### config.mk
export PLATFORM = sky130hd
export DESIGN_NAME = fadd_rne
export DESIGN_NICKNAME = d
export VERILOG_FILES = /design/src/rtl/fpu_pkg.sv /design/src/rtl/fpu_lzc.sv /design/src/rtl/fadd_rne.sv
export SDC_FILE = /design/constraint.sdc
export NUM_CORES = 1
export LEC_CHECK = 0
export BUFFER_PORTS_ARGS = -buffer_cell sky130_fd_sc_hd__buf_2
export CORE_MARGIN = 4
export CORE_UTILIZATION = 56
export CTS_BUF_LIST = sky130_fd_sc_hd__clkbuf_16
export CTS_CLUSTER_DIAMETER = 50
export DETAILED_ROUTE_END_ITERATION = 12
export PLACE_DENSITY_LB_ADDON = 0.1
export REMOVE_ABC_BUFFERS = 1
export SYNTH_ARGS = -nofsm -noshare
export SYNTH_HDL_FRONTEND = slang
export SYNTH_SLANG_ARGS = --single-unit
### constraint.sdc
create_clock -name clk -period 6.3 [get_ports clk]
set_input_delay 1.26 -clock clk [delete_from_list [all_inputs] [get_ports clk]]
set_output_delay 1.26 -clock clk [all_outputs]
set_load 0.1 [all_outputs]
### src/rtl/fpu_pkg.sv
// Shared FPU definitions: adder FSM states, rounding-bit positions and the
// canonical quiet-NaN builder.
package fpu_pkg;

    typedef enum logic [2:0] {
        IDLE,
        ALIGN,
        ADD,
        NORM,
        ROUND
    } fadd_state_t;

    localparam int G_POS = 2;
    localparam int R_POS = 1;
    localparam int S_POS = 0;

    // Returns sign=0, exponent all-ones, mantissa MSB set; caller slices to width.
    function automatic logic [127:0] qnan_bits(input int exp_w, input int man_w);
        logic [127:0] v;
        v = '0;
        for (int i = 0; i < exp_w; i++) begin
            v[man_w + i] = 1'b1;
        end
        v[man_w - 1] = 1'b1;
        return v;
    endfunction

endpackage

### src/rtl/fpu_lzc.sv
// Parametrised leading-zero counter; an all-zero input yields W.
module fpu_lzc #(
    parameter int W = 27
) (
    input  logic [W-1:0]               value,
    output logic [$clog2(W+1)-1:0]     count
);
    localparam int CW = $clog2(W + 1);

    // Scan upward so the highest set bit is the last (winning) assignment.
    always_comb begin
        count = CW'(W);
        for (int i = 0; i < W; i++) begin
            if (value[i]) begin
                count = CW'(W - 1 - i);
            end
        end
    end

endmodule

### src/rtl/fadd_rne.sv
// Multi-cycle float adder/subtractor, round-to-nearest-even, 5-cycle latency.
// Optional special-value decoding is enabled by defining FADD_SPECIAL_EN.
module fadd_rne
    import fpu_pkg::*;
#(
    parameter int EXP_W = 8,
    parameter int MAN_W = 23
) (
    input  logic                     clk,
    input  logic                     rst,
    input  logic                     en,
    input  logic                     sub,
    input  logic [EXP_W+MAN_W:0]     adata,
    input  logic [EXP_W+MAN_W:0]     bdata,
    output logic [EXP_W+MAN_W:0]     result,
    output logic                     ovf,
    output logic                     unf,
    output logic                     nx,
    output logic                     done,
    output logic                     busy
);
    localparam int W  = 1 + EXP_W + MAN_W;
    localparam int FW = MAN_W + 4;
    localparam int XW = EXP_W + 2;
    localparam int LW = $clog2(FW + 1);
    localparam logic [EXP_W-1:0] EXP_ONES = '1;

    fadd_state_t state_reg, state_next;

    logic [W-1:0]  a_reg, b_reg;
    logic          sub_reg;
    logic [FW-1:0] big_sig_reg, small_sig_reg, norm_reg;
    logic [FW:0]   sum_reg;
    logic [XW-1:0] exp_reg;
    logic          sign_reg, eff_sub_reg, zero_reg;
    logic          spec_reg;
    logic [W-1:0]  spec_val_reg;
    logic [W-1:0]  result_reg;
    logic          ovf_reg, unf_reg, nx_reg, done_reg;

    always_ff @(posedge clk) begin
        if (rst) state_reg <= IDLE;
        else     state_reg <= state_next;
    end

    always_comb begin
        state_next = state_reg;
        case (state_reg)
            IDLE:    if (en) state_next = ALIGN;
            ALIGN:   state_next = ADD;
            ADD:     state_next = NORM;
            NORM:    state_next = ROUND;
            ROUND:   state_next = IDLE;
            default: state_next = IDLE;
        endcase
    end

    // ALIGN: order by magnitude, flush exp==0 operands, shift smaller with G/R/S
    logic             a_sign, b_sign, a_ge_b, big_sign;
    logic [EXP_W-1:0] a_exp, b_exp, big_exp, small_exp;
    logic [MAN_W-1:0] a_man, b_man, big_man, small_man;
    logic [FW-1:0]    big_sig_next, small_full, small_shift, small_sig_next;
    logic [XW-1:0]    exp_diff;
    logic             lost;
    logic             spec_next;
    logic [W-1:0]     spec_val_next;

    always_comb begin
        a_sign    = a_reg[W-1];
        b_sign    = b_reg[W-1] ^ sub_reg;
        a_exp     = a_reg[W-2:MAN_W];
        b_exp     = b_reg[W-2:MAN_W];
        a_man     = a_reg[MAN_W-1:0];
        b_man     = b_reg[MAN_W-1:0];
        a_ge_b    = a_reg[W-2:0] >= b_reg[W-2:0];
        big_sign  = a_ge_b ? a_sign : b_sign;
        big_exp   = a_ge_b ? a_exp : b_exp;
        big_man   = a_ge_b ? a_man : b_man;
        small_exp = a_ge_b ? b_exp : a_exp;
        small_man = a_ge_b ? b_man : a_man;
        big_sig_next = (big_exp == '0) ? '0 : {1'b1, big_man, 3'b000};
        small_full   = (small_exp == '0) ? '0 : {1'b1, small_man, 3'b000};
        exp_diff     = {2'b00, big_exp} - {2'b00, small_exp};
        small_shift  = small_full >> exp_diff;
        lost         = |(small_full & ~({FW{1'b1}} << exp_diff));
        if (exp_diff >= XW'(MAN_W + 3)) begin
            small_sig_next = {{(FW-1){1'b0}}, |small_full};
        end else begin
            small_sig_next = {small_shift[FW-1:1], small_shift[0] | lost};
        end
    end

`ifdef FADD_SPECIAL_EN
    localparam logic [127:0] QNAN_WIDE = qnan_bits(EXP_W, MAN_W);
    logic a_inf, b_inf, a_nan, b_nan;
    always_comb begin
        a_inf = (a_exp == EXP_ONES) && (a_man == '0);
        b_inf = (b_exp == EXP_ONES) && (b_man == '0);
        a_nan = (a_exp == EXP_ONES) && (a_man != '0);
        b_nan = (b_exp == EXP_ONES) && (b_man != '0);
        spec_next = a_inf | b_inf | a_nan | b_nan;
        if (a_nan || b_nan || (a_inf && b_inf && (a_sign != b_sign)))
            spec_val_next = QNAN_WIDE[W-1:0];
        else if (a_inf)
            spec_val_next = {a_sign, EXP_ONES, {MAN_W{1'b0}}};
        else
            spec_val_next = {b_sign, EXP_ONES, {MAN_W{1'b0}}};
    end
`else
    assign spec_next     = 1'b0;
    assign spec_val_next = '0;
`endif

    // NORM: carry renormalises right, otherwise shift out leading zeros
    logic [LW-1:0] lz;
    logic [FW-1:0] norm_next;
    logic [XW-1:0] exp_norm_next;

    fpu_lzc #(.W(FW)) u_lzc (
        .value (sum_reg[FW-1:0]),
        .count (lz)
    );

    always_comb begin
        if (sum_reg[FW]) begin
            norm_next     = {sum_reg[FW:2], sum_reg[1] | sum_reg[0]};
            exp_norm_next = exp_reg + XW'(1);
        end else begin
            norm_next     = sum_reg[FW-1:0] << lz;
            exp_norm_next = exp_reg - XW'(lz);
        end
    end

    // ROUND: nearest-even increment, then range check on the final exponent
    logic             g_bit, r_bit, s_bit, lsb, inc, inexact;
    logic [MAN_W+1:0] rnd;
    logic [MAN_W-1:0] man_r;
    logic [XW-1:0]    exp_r;
    logic [W-1:0]     result_next;
    logic             ovf_next, unf_next, nx_next;

    always_comb begin
        g_bit   = norm_reg[G_POS];
        r_bit   = norm_reg[R_POS];
        s_bit   = norm_reg[S_POS];
        lsb     = norm_reg[3];
        inc     = g_bit & (r_bit | s_bit | lsb);
        inexact = g_bit | r_bit | s_bit;
        rnd     = {1'b0, norm_reg[FW-1:3]} + (MAN_W+2)'(inc);
        exp_r   = exp_reg + XW'(rnd[MAN_W+1]);
        man_r   = rnd[MAN_W+1] ? rnd[MAN_W:1] : rnd[MAN_W-1:0];
        result_next = '0;
        ovf_next    = 1'b0;
        unf_next    = 1'b0;
        nx_next     = 1'b0;
        if (spec_reg) begin
            result_next = spec_val_reg;
        end else if (zero_reg) begin
            result_next = '0;
        end else if (!exp_r[XW-1] && exp_r >= {2'b00, EXP_ONES}) begin
            result_next = {sign_reg, EXP_ONES, {MAN_W{1'b0}}};
            ovf_next    = 1'b1;
            nx_next     = 1'b1;
        end else if (exp_r[XW-1] || exp_r == '0) begin
            result_next = {sign_reg, {(W-1){1'b0}}};
            unf_next    = 1'b1;
            nx_next     = 1'b1;
        end else begin
            result_next = {sign_reg, exp_r[EXP_W-1:0], man_r};
            nx_next     = inexact;
        end
    end

    always_ff @(posedge clk) begin
        if (rst) begin
            result_reg <= '0;
            ovf_reg    <= 1'b0;
            unf_reg    <= 1'b0;
            nx_reg     <= 1'b0;
            done_reg   <= 1'b0;
        end else begin
            done_reg <= 1'b0;
            case (state_reg)
                IDLE: if (en) begin
                    a_reg   <= adata;
                    b_reg   <= bdata;
                    sub_reg <= sub;
                end
                ALIGN: begin
                    big_sig_reg   <= big_sig_next;
                    small_sig_reg <= small_sig_next;
                    sign_reg      <= big_sign;
                    eff_sub_reg   <= a_sign ^ b_sign;
                    exp_reg       <= {2'b00, big_exp};
                    spec_reg      <= spec_next;
                    spec_val_reg  <= spec_val_next;
                end
                ADD: begin
                    sum_reg <= eff_sub_reg ? ({1'b0, big_sig_reg} - {1'b0, small_sig_reg})
                                           : ({1'b0, big_sig_reg} + {1'b0, small_sig_reg});
                end
                NORM: begin
                    norm_reg <= norm_next;
                    exp_reg  <= exp_norm_next;
                    zero_reg <= (sum_reg == '0);
                end
                ROUND: begin
                    result_reg <= result_next;
                    ovf_reg    <= ovf_next;
                    unf_reg    <= unf_next;
                    nx_reg     <= nx_next;
                    done_reg   <= 1'b1;
                end
                default: ;
            endcase
        end
    end

    assign result = result_reg;
    assign ovf    = ovf_reg;
    assign unf    = unf_reg;
    assign nx     = nx_reg;
    assign done   = done_reg;
    assign busy   = (state_reg != IDLE);

endmodule

==> summary.txt <==
Run status
  • Status: finished clean

Worst hold path
  • Worst Min Path Start: result[2]
  • Worst Hold Depth: 2
  • Hold endpoint: result[2]
  • Hold Path Class: reg2reg

Synthesis
  • FF+latch count, synth: 223
  • Post-synth top cells: nor2_1 (245), edfxtp_1 (184), a21oi_1 (160)
  • Syn. warnings: 0
  • Main area contributors after synthesis: edfxtp_1 (36%), mux2i_1 (7.4%), nor2_1 (6.0%)
  • Mapped Area: 15300 sq um
  • Asr flop ratio synth: 0%
  • Primary FF master, synth: edfxtp_1
  • Netlist cell types: 80
  • EDFF count, synth: 184
  • Area fraction of the dominant cell type after synthesis: 36.0%
  • Most numerous cell in the Yosys netlist: nor2_1
  • Syn Area/Cell: 9.20 sq um
  • Synth area leader: edfxtp_1
  • Post-synthesis sequential area ratio: 41.1%
  • Synth Instances: 1666

Detailed routing
  • WL final: 39200 microns
  • Drt drc: 0
  • Via count: 12700
  • Top routing layer in use: met4
  • Number of DRC markers in iteration 0: 1176
  • Drt pass-1 iters: 6
  • Met3 wire len: 2300 microns
  • WL met2: 18900 microns
  • Antenna Nets Post-Route: 0
  • Metal-1 WL: 16000 microns
  • Routed WL per cell: 18.7 microns
  • Vias per Instance: 6.05

Power and ir drop
  • Power per cell area: 247 nW/um^2
  • VDD IR-drop max: 0.000217 V
  • Static leakage: 0.00661 uW

Timing
  • Clock skew: 0.0137 ns
  • F_max: 182 MHz
  • RSZ-0062 raised after global routing: no
  • Slew Limit Fails: 0
  • Tcrit/Tclk final: 87.5%
  • Worst hold slack: 0.445 ns
  • Minimum clock period: 5.51 ns
  • Max-slew headroom: 27.0%
  • Fin. Hold Viols: 0
  • Tightest Pin Transition: 1.09 ns
  • Final setup vio count: 0

Floorplanning
  • Die width: 173 microns
  • Die ar.: 30100 sq um
  • Core area: 27000 sq um
  • Die Height: 173 microns
  • Initial core utilization: 56.9%
  • Rows: 60
  • Num ports: 105

CTS
  • Number of H-tree levels: 1
  • Post CTS Setup Buffer Count: 0
  • Clock latency on the worst-skew pair: 0.54 ns
  • CTS buffer count: 27
  • Clk root buf: clkbuf_16
  • CTS Sinks: 223
  • Clk slew on worst S/H paths: 0.06 ns
  • CTS tree: done
  • CTS max path bufs: 3
  • Resize count post-CTS: 0
  • Hold buffers post-CTS: 0

Global routing
  • Global Route Usage Sum: 25.1%
  • Via count of the first global-routing pass: 12100
  • GRT overflow: 0
  • Largest net degree at the start of global routing: 88
  • First-pass GRT wire length: 62200 microns
  • Antenna violations before repair: 0

Cells and area
  • Area Overhead vs Synth: 11.1%
  • Finished Layout Cells: 2096
  • Ant. Diodes: 0
  • Nets: 1874
  • Layout cells sized above 1: 12.3%

Worst setup path
  • Crit path launch type: register
  • Crit Path Category: reg2reg
  • Reg2reg start: a_reg[26]
  • WP data arrival: 5.77 ns
  • Worst-path fanout max: 87
  • R2R cell count: 15
  • Setup crit end kind: register
  • CP required: 6.56 ns
  • Worst reg-to-reg setup slack: 0.79 ns
  • Worst R2R End: small_sig_reg[0]

Placement
  • Detailed placement HPWL: 30000 microns
  • I/O Buffers: 104
  • GPL Wtd Cong: 0.981
  • Placed cell count: 2046

Flow run
  • Max_cap viols: 0
-- critical path, stage by stage, from the launching register on --
cell and delay (ns):
edfxtp_1 0.49, ha_1 0.54, nand2_1 0.12, nor2_1 0.15
nand2_1 0.06, or4_1 0.56, o21ai_4 0.22, buf_4 0.77
nand2b_1 0.27, a311o_1 0.92, o32ai_1 0.21, a21oi_1 0.19
nor2_1 0.05, nand4b_1 0.19, nor4b_1 0.28, a41oi_1 0.16
-- worst max-delay path by stage --
| stage | startpoint | to | cells after the start |
|---|---|---|---|
| after floorplan | a_reg[23] | small_sig_reg[0] | 16 |
| after global placement | a_reg[26] | small_sig_reg[0] | 15 |
| after detailed placement | a_reg[26] | small_sig_reg[0] | 15 |
| after CTS | a_reg[26] | small_sig_reg[0] | 15 |
| after global routing | a_reg[26] | small_sig_reg[0] | 15 |
| final | a_reg[26] | small_sig_reg[0] | 15 |
-- layout make-up --
cell class                      count  area [sq um]
Clock buffer                       27           676
Clock inverter                     23           209
Fill cell                        2234          9930
Inverter                           66           248
Multi-Input combinational cell   1288          8460
Sequential cell                   223          6310
Tap cell                          341           427
Timing Repair Buffer              128           701
-- through the flow --
step	util [%]	setup WS (ns)	power [uW]	cell area [sq um]	setup TNS, ns
global route	63.2	0.271	4410	17000	0
finish	63.2	0.791	4210	17000	0
global placement	59.9	0.991	2700	16100	0
floorplan	-	-2.49	2440	14900	-67.08
detailed placement	59.9	0.888	2700	16100	0
CTS	63.2	0.867	4220	17000	0
-- report_power, final --
group	leakage, uW	internal, uW	switching, uW
Sequential	0.00202	1680	56.6
Combinational	0.00414	351	608
Clock	0.000444	907	610
-- cells by family (layout without fill, tap and decap cells) --
| group | Yosys count | count (layout) | synth area share (%) |
|---|---|---|---|
| xor gates and xnor gates | 90 | 90 | 5.14 |
| buffers and inverters | 155 | 244 | 4.11 |
| and+or+nand+nor | 578 | 578 | 17.6 |
| AOI/OAI and AO/OA | 416 | 416 | 17.0 |
| muxes | 132 | 132 | 9.07 |
| adders and majority gates | 72 | 72 | 5.93 |
| DFF | 223 | 223 | 41.1 |
-- cell usage in the layout, fill, tap and decap left out, types with 20 or more instances in the layout --
| cell type | n |
|---|---|
| nor2_1 | 245 |
| edfxtp_1 | 184 |
| a21oi_1 | 159 |
| nand2_1 | 116 |
| mux2i_1 | 111 |
| buf_2 | 104 |
| inv_1 | 71 |
| ha_1 | 71 |
| xnor2_1 | 69 |
| o21ai_0 | 69 |
| nor3_1 | 53 |
| dfxtp_1 | 39 |
| a22oi_1 | 30 |
| clkbuf_16 | 27 |
| nand3_1 | 25 |
| buf_4 | 24 |
| xor2_1 | 20 |
-- routing by layer --
metal,global-route usage (%),vias up
li1,-,6237
met1,31.1,5869
met2,43.4,458
met3,3.49,123
met4,11.5,0
met5,0,-
(Power assumes the default switching activity.)
